File: src/rtl/rf_arb_pkg.sv
// rf_arb_pkg: shared types and widths for the regfile write-port arbiter.
package rf_arb_pkg;
  localparam int XLEN = 32;
  localparam int REG_AW = 5;
  typedef enum logic [1:0] {IDLE, WAIT, FORCE} state_t;
  typedef struct packed {
    logic [REG_AW-1:0] wa;
    logic [XLEN-1:0]   wd;
  } entry_t;
endpackage

File: src/rtl/rf_arb_fifo.sv
// rf_arb_fifo: synchronous DEPTH-entry FIFO holding pending secondary writes.
module rf_arb_fifo
  import rf_arb_pkg::*;
#(
  parameter int DEPTH = 2,
  localparam int AW = $clog2(DEPTH)
) (
  input  logic        clk,
  input  logic        rst,
  input  logic        push,
  input  logic        pop,
  input  entry_t      din,
  output entry_t      head,
  output logic [AW:0] count,
  output logic        full,
  output logic        empty
);
  entry_t mem [DEPTH];
  logic [AW-1:0] rd_ptr, wr_ptr;
  always_ff @(posedge clk) begin
    if (rst) begin
      rd_ptr <= '0;
      wr_ptr <= '0;
      count  <= '0;
    end else begin
      if (push) mem[wr_ptr] <= din;
      wr_ptr <= wr_ptr + AW'(push);
      rd_ptr <= rd_ptr + AW'(pop);
      count  <= count + (AW+1)'(push) - (AW+1)'(pop);
    end
  end
  assign head  = mem[rd_ptr];
  assign full  = count == (AW+1)'(DEPTH);
  assign empty = count == '0;
endmodule

File: src/rtl/rf_wport_arbiter.sv
// rf_wport_arbiter: shares the regfile write port between core writeback and a buffered secondary writer.
// Define RF_ARB_STALL_EN to add the starvation counter, FORCE state and stall output.
module rf_wport_arbiter
  import rf_arb_pkg::*;
#(
  parameter int DEPTH = 2,
  parameter int MAX_WAIT = 4,
  localparam int CW = $clog2(DEPTH) + 1
) (
  input  logic              clk,
  input  logic              rst,
  input  logic              wb_write,
  input  logic [REG_AW-1:0] wb_wa,
  input  logic [XLEN-1:0]   wb_wd,
  input  logic              sec_valid,
  output logic              sec_ready,
  input  logic [REG_AW-1:0] sec_wa,
  input  logic [XLEN-1:0]   sec_wd,
  output logic              stall,
  output logic              rf_write,
  output logic [REG_AW-1:0] rf_wa,
  output logic [XLEN-1:0]   rf_wd,
  output logic [CW-1:0]     pend_count
);
  if (DEPTH < 2 || (DEPTH & (DEPTH - 1)) != 0 || MAX_WAIT < 1) begin : g_bad_param
    $error("rf_wport_arbiter: illegal DEPTH or MAX_WAIT");
  end
  logic busy, push, pop, full, empty;
  entry_t din, head;
  assign busy      = wb_write && wb_wa != '0;
  assign sec_ready = !rst && !full;
  assign push      = sec_valid && sec_ready && sec_wa != '0;
  assign pop       = !rst && !busy && !empty;
  assign din       = '{wa: sec_wa, wd: sec_wd};
  assign rf_write  = !rst && (busy || !empty);
  assign rf_wa     = busy ? wb_wa : head.wa;
  assign rf_wd     = busy ? wb_wd : head.wd;
  rf_arb_fifo #(.DEPTH(DEPTH)) u_fifo (
    .clk  (clk),
    .rst  (rst),
    .push (push),
    .pop  (pop),
    .din  (din),
    .head (head),
    .count(pend_count),
    .full (full),
    .empty(empty)
  );
`ifdef RF_ARB_STALL_EN
  localparam int WW = $clog2(MAX_WAIT) + 1;
  state_t state, state_n;
  logic [WW-1:0] wait_cnt, wait_n;
  logic drained;
  assign drained = (pend_count + CW'(push) - CW'(pop)) == '0;
  // WAIT without a pop means the head lost its slot to the core
  always_comb begin
    state_n = drained ? IDLE
            : (state == WAIT && !pop && wait_cnt == WW'(MAX_WAIT - 1)) ? FORCE : WAIT;
    wait_n  = (state == WAIT && state_n == WAIT && !pop) ? wait_cnt + 1'b1 : '0;
  end
  always_ff @(posedge clk) begin
    if (rst) begin
      state    <= IDLE;
      wait_cnt <= '0;
    end else begin
      state    <= state_n;
      wait_cnt <= wait_n;
    end
  end
  assign stall = !rst && state == FORCE;
`else
  assign stall = 1'b0;
`endif
endmodule
File: config.mk
export PLATFORM = sky130hd
export DESIGN_NAME = rf_wport_arbiter
export DESIGN_NICKNAME = d
export VERILOG_FILES = /design/src/rtl/rf_arb_pkg.sv /design/src/rtl/rf_arb_fifo.sv /design/src/rtl/rf_wport_arbiter.sv
export SDC_FILE = /design/constraint.sdc
export NUM_CORES = 1
export LEC_CHECK = 0
export CAP_MARGIN = 20
export CELL_PAD_IN_SITES_DETAIL_PLACEMENT = 0
export CELL_PAD_IN_SITES_GLOBAL_PLACEMENT = 2
export CORE_MARGIN = 3
export CORE_UTILIZATION = 29
export CTS_CLUSTER_DIAMETER = 80
export CTS_CLUSTER_SIZE = 12
export DETAILED_ROUTE_END_ITERATION = 12
export PLACE_DENSITY_LB_ADDON = 0.1
export SETUP_SLACK_MARGIN = 0.4
export SYNTH_ARGS = -nofsm -noshare
export SYNTH_HDL_FRONTEND = slang
export SYNTH_SLANG_ARGS = --single-unit
File: constraint.sdc
create_clock -name clk -period 3.4 [get_ports clk]
set_input_delay 0.34 -clock clk [delete_from_list [all_inputs] [get_ports clk]]
set_output_delay 0.34 -clock clk [all_outputs]
set_load 0.01 [all_outputs]
==> results.ini, run 1 <==
[run_status]
outcome = complete, no violations

[global_route]
grtUsageMet3_pct = 3.42
grt_max_degree = 39
busiest_layer = met2
grt_pass1_vias = 2252
grt_util_met2_pct = 18.8
antenna_found_initial = 0
grt_use_total_pct = 11.6
gr-usage-met1_pct = 14.6
grt_overflow_total = 0
grt_pass1_wl_um = 11400

[drt]
drt-vias-per-instance = 4.38
detail_route.first_pass.iterations = 4
vias = 2159
routed_wirelength_um = 7230
wire_per_inst_um = 14.7
drc = 0
drtIter0Drc = 58
ant_nets = 0

[timing]
slew_headroom_pct = 60.0
fin_tns_setup_ps = 0
period_minus_slack_ps = 2920
worstMarginPinSlew_ps = 599
hold_viol = 0
finalCritPeriodShare_pct = 85.9
timing.fmax_mhz = 343
slew_violations = 0
finalSetupViolCount = 0
skew_ps = 6.49
layout_setup_ws_ps = 481
rsz0062_at_grt = yes

[cts]
tritoncts = done
cts_buffer_depth = 2
cts-root-buf = clkbuf_16
tritoncts.num_buffers = 9
htreeDepth = 3
cts_setup_buffers = 0
clk_pin_slew_worst_paths_ps = 50
cts_hold_buffers = 0
clk_latency_ps = 320
clkSinkCount = 78

[run]
max-cap-violations = 0

[placed_design]
io_buffers = 118
post-dp-hpwl_um = 4710
gp_congestion = 0.688
pre_cts_ws_ps = 332

[floorplanning]
die_x_um = 113
rows = 38
fp.dieH_um = 113
die_area_um2 = 12700
start_util_pct = 30.1
core_um2 = 11000
io_pins = 120

[logic_synthesis]
netlist_area_um2 = 3300
syn_inst = 228
synth_nets = 308
ys_seq_area_share_pct = 69.7
avgSynthCellArea_um2 = 14.5
ys_types = 23
ys_warn_count = 0
ys_seq_elements = 78

[worst_setup_path]
path_class = input port to primary output
cp-start-kind = input port
cp_max_fo = 38
cp.arrival_ps = 2580
end_kind = primary output
cp.required_ps = 3060

[pwr]
vdd.ir_drop.worst_v = 0.000219
p_per_area_nw_per_um2 = 558
p_leak_nw = 1.70

[min_path]
hold_path.class = flop to flop

[finish]
final_layout_size_suffix_gt1_share_pct = 10.5
num-nets-final = 429
diodes = 0
syn_to_final_growth_pct = 52.3

==> per-stage QoR <==
step / area [um^2] / power, mW / hold slack (ps) / util [%] / cells
2_1_floorplan: 3310 / 1.47 / 412 / - / 228
3_3_place_gp: 4660 / 1.76 / 495 / 42.4 / 477
3_5_place_dp: 4660 / 1.77 / 506 / 42.4 / 477
4_1_cts: 5030 / 2.85 / 519 / 45.8 / 493
5_1_grt: 5030 / 2.94 / 576 / 45.8 / 493
6_report: 5030 / 2.80 / 513 / 45.8 / 493
==> layer usage <==
metal	share of wire [%]	routed length (um)
met3	7.5	544
met5	0	0
met2	46	3360
met1	45	3240
met4	1.2	89
==> sequential cells by signal, summed over array words and instances (netlist names) <==
name	flops
u_fifo.mem	74
u_fifo.wr_ptr	1
u_fifo.rd_ptr	1
u_fifo.count	2
==> synthesized netlist by cell type, drive strengths merged <==
master  number  area, um^2
ha           2        25.0
and2         1        6.26
nor2b        3        18.8
mux2i       38         380
buf         11        80.1
xnor2        1        8.76
mux2         1        11.3
xor2         1        8.76
a21oi       39         240
clkbuf       3        11.3
edfxtp      74        2220
nand2b       1        6.26
o211a        1        10.0
dfxtp        4        80.1
o21ai        2        13.8
nor2        41         154
inv          2        7.51
or4          2        15.0
conb         1        3.75
==> worst paths after layout <==
kind / cells after the start / to / start / slack [ps]
setup / recovery: 7 / rf_wa[1] / wb_wa[3] / 480
hold / removal: 1 / u_fifo.wr_ptr / u_fifo.wr_ptr / 510
setup reg to reg: 5 / u_fifo.mem[0][10] / u_fifo.count[0] / 1480
hold reg to reg: 1 / u_fifo.wr_ptr / u_fifo.wr_ptr / 510
==> area by class of cell <==
| class | count | area [um^2] |
|---|---|---|
| clock buffer | 10 | 229 |
| clock inverter | 5 | 108 |
| fill | 1035 | 5950 |
| inverter | 2 | 7.51 |
| multi-input combinational | 134 | 918 |
| sequential | 78 | 2300 |
| tap | 140 | 175 |
| timing repair buffer | 124 | 1290 |
==> cells in the final DEF, fill, tap and decap left out, drive strengths merged <==
master,n
a21oi,39
and2,1
buf,5
bufbuf,1
bufinv,3
clkbuf,10
clkdlybuf4s50,118
clkinv,1
conb,1
dfxtp,4
edfxtp,74
ha,2
inv,3
mux2,1
mux2i,38
nand2b,1
nor2,41
nor2b,3
o211a,1
o21ai,2
or4,2
xnor2,1
xor2,1
==> worst max-delay path, cell delays in order <==
cell	delay (ps)
clkdlybuf4s50_1	420
or4_1	560
o21ai_4	220
buf_12	240
nor2_1	90
a21oi_1	130
clkdlybuf4s50_1	570
==> power breakdown <==
| part | internal (mW) | total (mW) | leakage [nW] | switching (mW) |
|---|---|---|---|---|
| registers | 1.13 | 1.18 | 0.712 | 0.0476 |
| logic | 0.327 | 0.563 | 0.829 | 0.236 |
| clock network | 0.716 | 1.06 | 0.163 | 0.346 |
==> logic make-up after synthesis <==
logic type / after synthesis / synth area share (%)
AO/OA/AOI/OAI: 42 / 7.99
buffers and inverters: 16 / 2.99
multiplexers: 39 / 11.9
AND/OR/NAND/NOR: 48 / 6.06
other: 1 / 0.114
adder cells (fa/ha/maj): 2 / 0.757
XOR/XNOR: 2 / 0.530
flip-flops: 78 / 69.7
==> what timing repair did <==
item                       4_1_cts  5_1_grt
setup endpoints to repair        1        1
cloned                           1        0
gates resized for setup          0        0
Power figures use the tool's default switching activity.
==> run 2: changes to the inputs <==
--- a/config.mk
+++ b/config.mk
@@ -9,7 +9,7 @@
 export CELL_PAD_IN_SITES_DETAIL_PLACEMENT = 0
 export CELL_PAD_IN_SITES_GLOBAL_PLACEMENT = 2
 export CORE_MARGIN = 3
-export CORE_UTILIZATION = 29
+export CORE_UTILIZATION = 26
 export CTS_CLUSTER_DIAMETER = 80
 export CTS_CLUSTER_SIZE = 12
 export DETAILED_ROUTE_END_ITERATION = 12
==> constraint.sdc (replaced) <==
create_clock -name clk -period 2.5 [get_ports clk]
set_input_delay 0.25 -clock clk [delete_from_list [all_inputs] [get_ports clk]]
set_output_delay 0.25 -clock clk [all_outputs]
set_load 0.01 [all_outputs]
==> results.ini, run 2 (synthesis results as in run 1) <==
[floorplanning]
rows = 40  ; was 38
die_x_um = 119  ; was 113 um
core_um2 = 12200  ; was 11000 um^2
fp.dieH_um = 119  ; was 113 um
start_util_pct = 27.0  ; was 30.1%
io_pins = 120  ; unchanged
die_area_um2 = 14100  ; was 12700 um^2

[finish]
layout_common_cells = 76 x clkdlybuf4s50_1, 74 x edfxtp_1, 39 x nor2_1  ; was 118 x clkdlybuf4s50_1, 74 x edfxtp_1, 41 x nor2_1
top_regs = u_fifo.mem: 74 flops, u_fifo.count: 2 flops  ; unchanged
top_register = u_fifo.mem  ; unchanged
num-nets-final = 464  ; was 429
layout_commonest_cell = clkdlybuf4s50_1  ; unchanged
largest_reg_flops = 74  ; unchanged
final_layout_size_suffix_gt1_share_pct = 28.6  ; was 10.5%
utilization_pct = 43.7  ; was 45.8%
diodes = 0  ; unchanged
syn_to_final_growth_pct = 61.5  ; was 52.3%

[cts]
clkSinkCount = 78  ; unchanged
clk_latency_ps = 320  ; about the same
clk_pin_slew_worst_paths_ps = 60  ; was 50 ps
tritoncts.num_buffers = 9  ; unchanged
cts_buffer_depth = 2  ; unchanged
htreeDepth = 3  ; unchanged
tritoncts = done  ; unchanged
cts-root-buf = clkbuf_16  ; unchanged

[global_route]
grtUsageMet3_pct = 3.78  ; was 3.42%
busiest_layer = met2  ; unchanged
gr-usage-met1_pct = 13.8  ; was 14.6%
grt_util_met2_pct = 18.3  ; was 18.8%
grt_pass1_wl_um = 12300  ; was 11400 um
grt_max_degree = 23  ; was 39
grt_use_total_pct = 11.3  ; was 11.6%
grt_overflow_total = 0  ; unchanged
antenna_found_initial = 0  ; unchanged
grt_pass1_vias = 2344  ; was 2252

[worst_setup_path]
worstReg2RegStart = u_fifo.count[0]  ; unchanged
r2r_cells = 5  ; unchanged
end_kind = primary output  ; unchanged
worst-path-buf-inv = 5  ; was 3
cp.required_ps = 2250  ; was 3060 ps
cp_top_family = buffers and inverters  ; unchanged
path_class = input port to primary output  ; unchanged
cpMostUsedCell = buf_12  ; was clkdlybuf4s50_1
crit_path_max_incr_delay_ps = 540  ; was 570 ps
rrSetupSlack_ps = 730  ; was 1480 ps
cp_cell_sequence = buf_6, or4_4, o21ai_4, buf_12, buf_12, buf_4, a21oi_1, dlygate4sd2_1  ; was clkdlybuf4s50_1, or4_1, o21ai_4, buf_12, nor2_1, a21oi_1, clkdlybuf4s50_1
cp-start-kind = input port  ; unchanged
cp_slowest_cell = or4_4  ; was clkdlybuf4s50_1
cp_max_fo = 9  ; was 38
crit_cells = 8  ; was 7
cp.arrival_ps = 1850  ; was 2580 ps
r2r_end = u_fifo.mem[1][15]  ; was u_fifo.mem[0][10]

[drt]
routed_wirelength_um = 8010  ; was 7230 um
ant_nets = 0  ; unchanged
vias = 2311  ; was 2159
drtIter0Drc = 107  ; was 58
detail_route.first_pass.iterations = 4  ; unchanged
drt-vias-per-instance = 4.16  ; was 4.38
wire_per_inst_um = 14.4  ; was 14.7 um
drc = 0  ; unchanged

[timing]
timing.fmax_mhz = 476
period_minus_slack_ps = 2100
finalSetupViolCount = 0  ; unchanged
slew_violations = 0  ; unchanged
rsz0062_at_grt = yes  ; unchanged
finalCritPeriodShare_pct = 84.0
fin_tns_setup_ps = 0  ; unchanged
skew_ps = 5.29  ; was 6.49 ps
hold_viol = 0  ; unchanged

[placed_design]
post-dp-hpwl_um = 5320  ; was 4710 um
io_buffers = 118  ; unchanged
gp_congestion = 0.723  ; was 0.688

[pwr]
p_leak_nw = 1.91  ; was 1.70 nW
power_mw = 3.66  ; was 2.80 mW
vdd.ir_drop.worst_v = 0.000272  ; was 0.000219 V
p_per_area_nw_per_um2 = 687  ; was 558 nW/um^2

[min_path]
hold-path-cell-count = 1  ; unchanged
hold_start = sec_wd[5]  ; was u_fifo.wr_ptr
hold_path.class = input port to flop  ; was flop to flop
hold_end = u_fifo.mem[1][5]  ; was u_fifo.wr_ptr

[run]
max-cap-violations = 0  ; unchanged

[run_status]
outcome = complete, no violations  ; unchanged

## run 2: cell count changes in the layout (fill, tap and decap cells not counted), sizes merged, moves of 2 or more
cell,change
buf,+55
bufinv,-2
clkbuf,+5
clkdlybuf4s15,+12
clkdlybuf4s50,-42
clkinv,+3
dlygate4sd2,+5
## run 2: final cells by class
class | instances | area [um^2]
Fill cell | 1193 | 6880
Sequential cell | 78 | 2310
Timing Repair Buffer | 159 | 1580
Multi-Input combinational cell | 134 | 953
Clock buffer | 9 | 225
Tap cell | 168 | 210
Clock inverter | 6 | 53.8
Inverter | 2 | 7.51
## run 2: how the worst max path moves through the flow
stage	startpoint	to	slack (ps)
global placement	wb_wa[2]	rf_wd[17]	-180
CTS	wb_wa[1]	rf_wd[16]	300
detailed placement	wb_wa[2]	rf_wd[17]	-220
global route	wb_wa[0]	u_fifo.count[1]	300
finish	wb_wa[0]	rf_wd[17]	400
floorplan	u_fifo.count[0]	u_fifo.mem[0][0]	470
## run 2: stage by stage
| stage | std cells | hold WS (ps) | instance area (um^2) | setup slack [ps] |
|---|---|---|---|---|
| after floorplan | 228 | 322 | 3310 | 474 |
| after global placement | 523 | 495 | 4870 | -182 |
| after detailed placement | 523 | 519 | 4870 | -217 |
| after CTS | 545 | 486 | 5240 | 297 |
| after global routing | 556 | 492 | 5330 | 300 |
| final | 556 | 501 | 5330 | 399 |
## run 2: routing by layer
metal	vias up	wire, um
met2	86	3740
met1	1059	3540
met4	0	106
met5	-	0
met3	8	620
li1	1158	-
## run 2: timing repair
action | CTS | global route
setup endpoints to repair | 40 | 53
setup buffers | 3 | 10
resized for setup | 123 | 29
pin swaps | 1 | 7
gates cloned | 4 | 1
hold endpoints to repair | 0 | 0
hold buffers | 0 | 0
## run 2: where the power goes
part	leakage [nW]	internal [mW]	switching, mW
registers	0.712	1.54	0.0601
logic	1.06	0.476	0.362
clock network	0.134	0.754	0.470
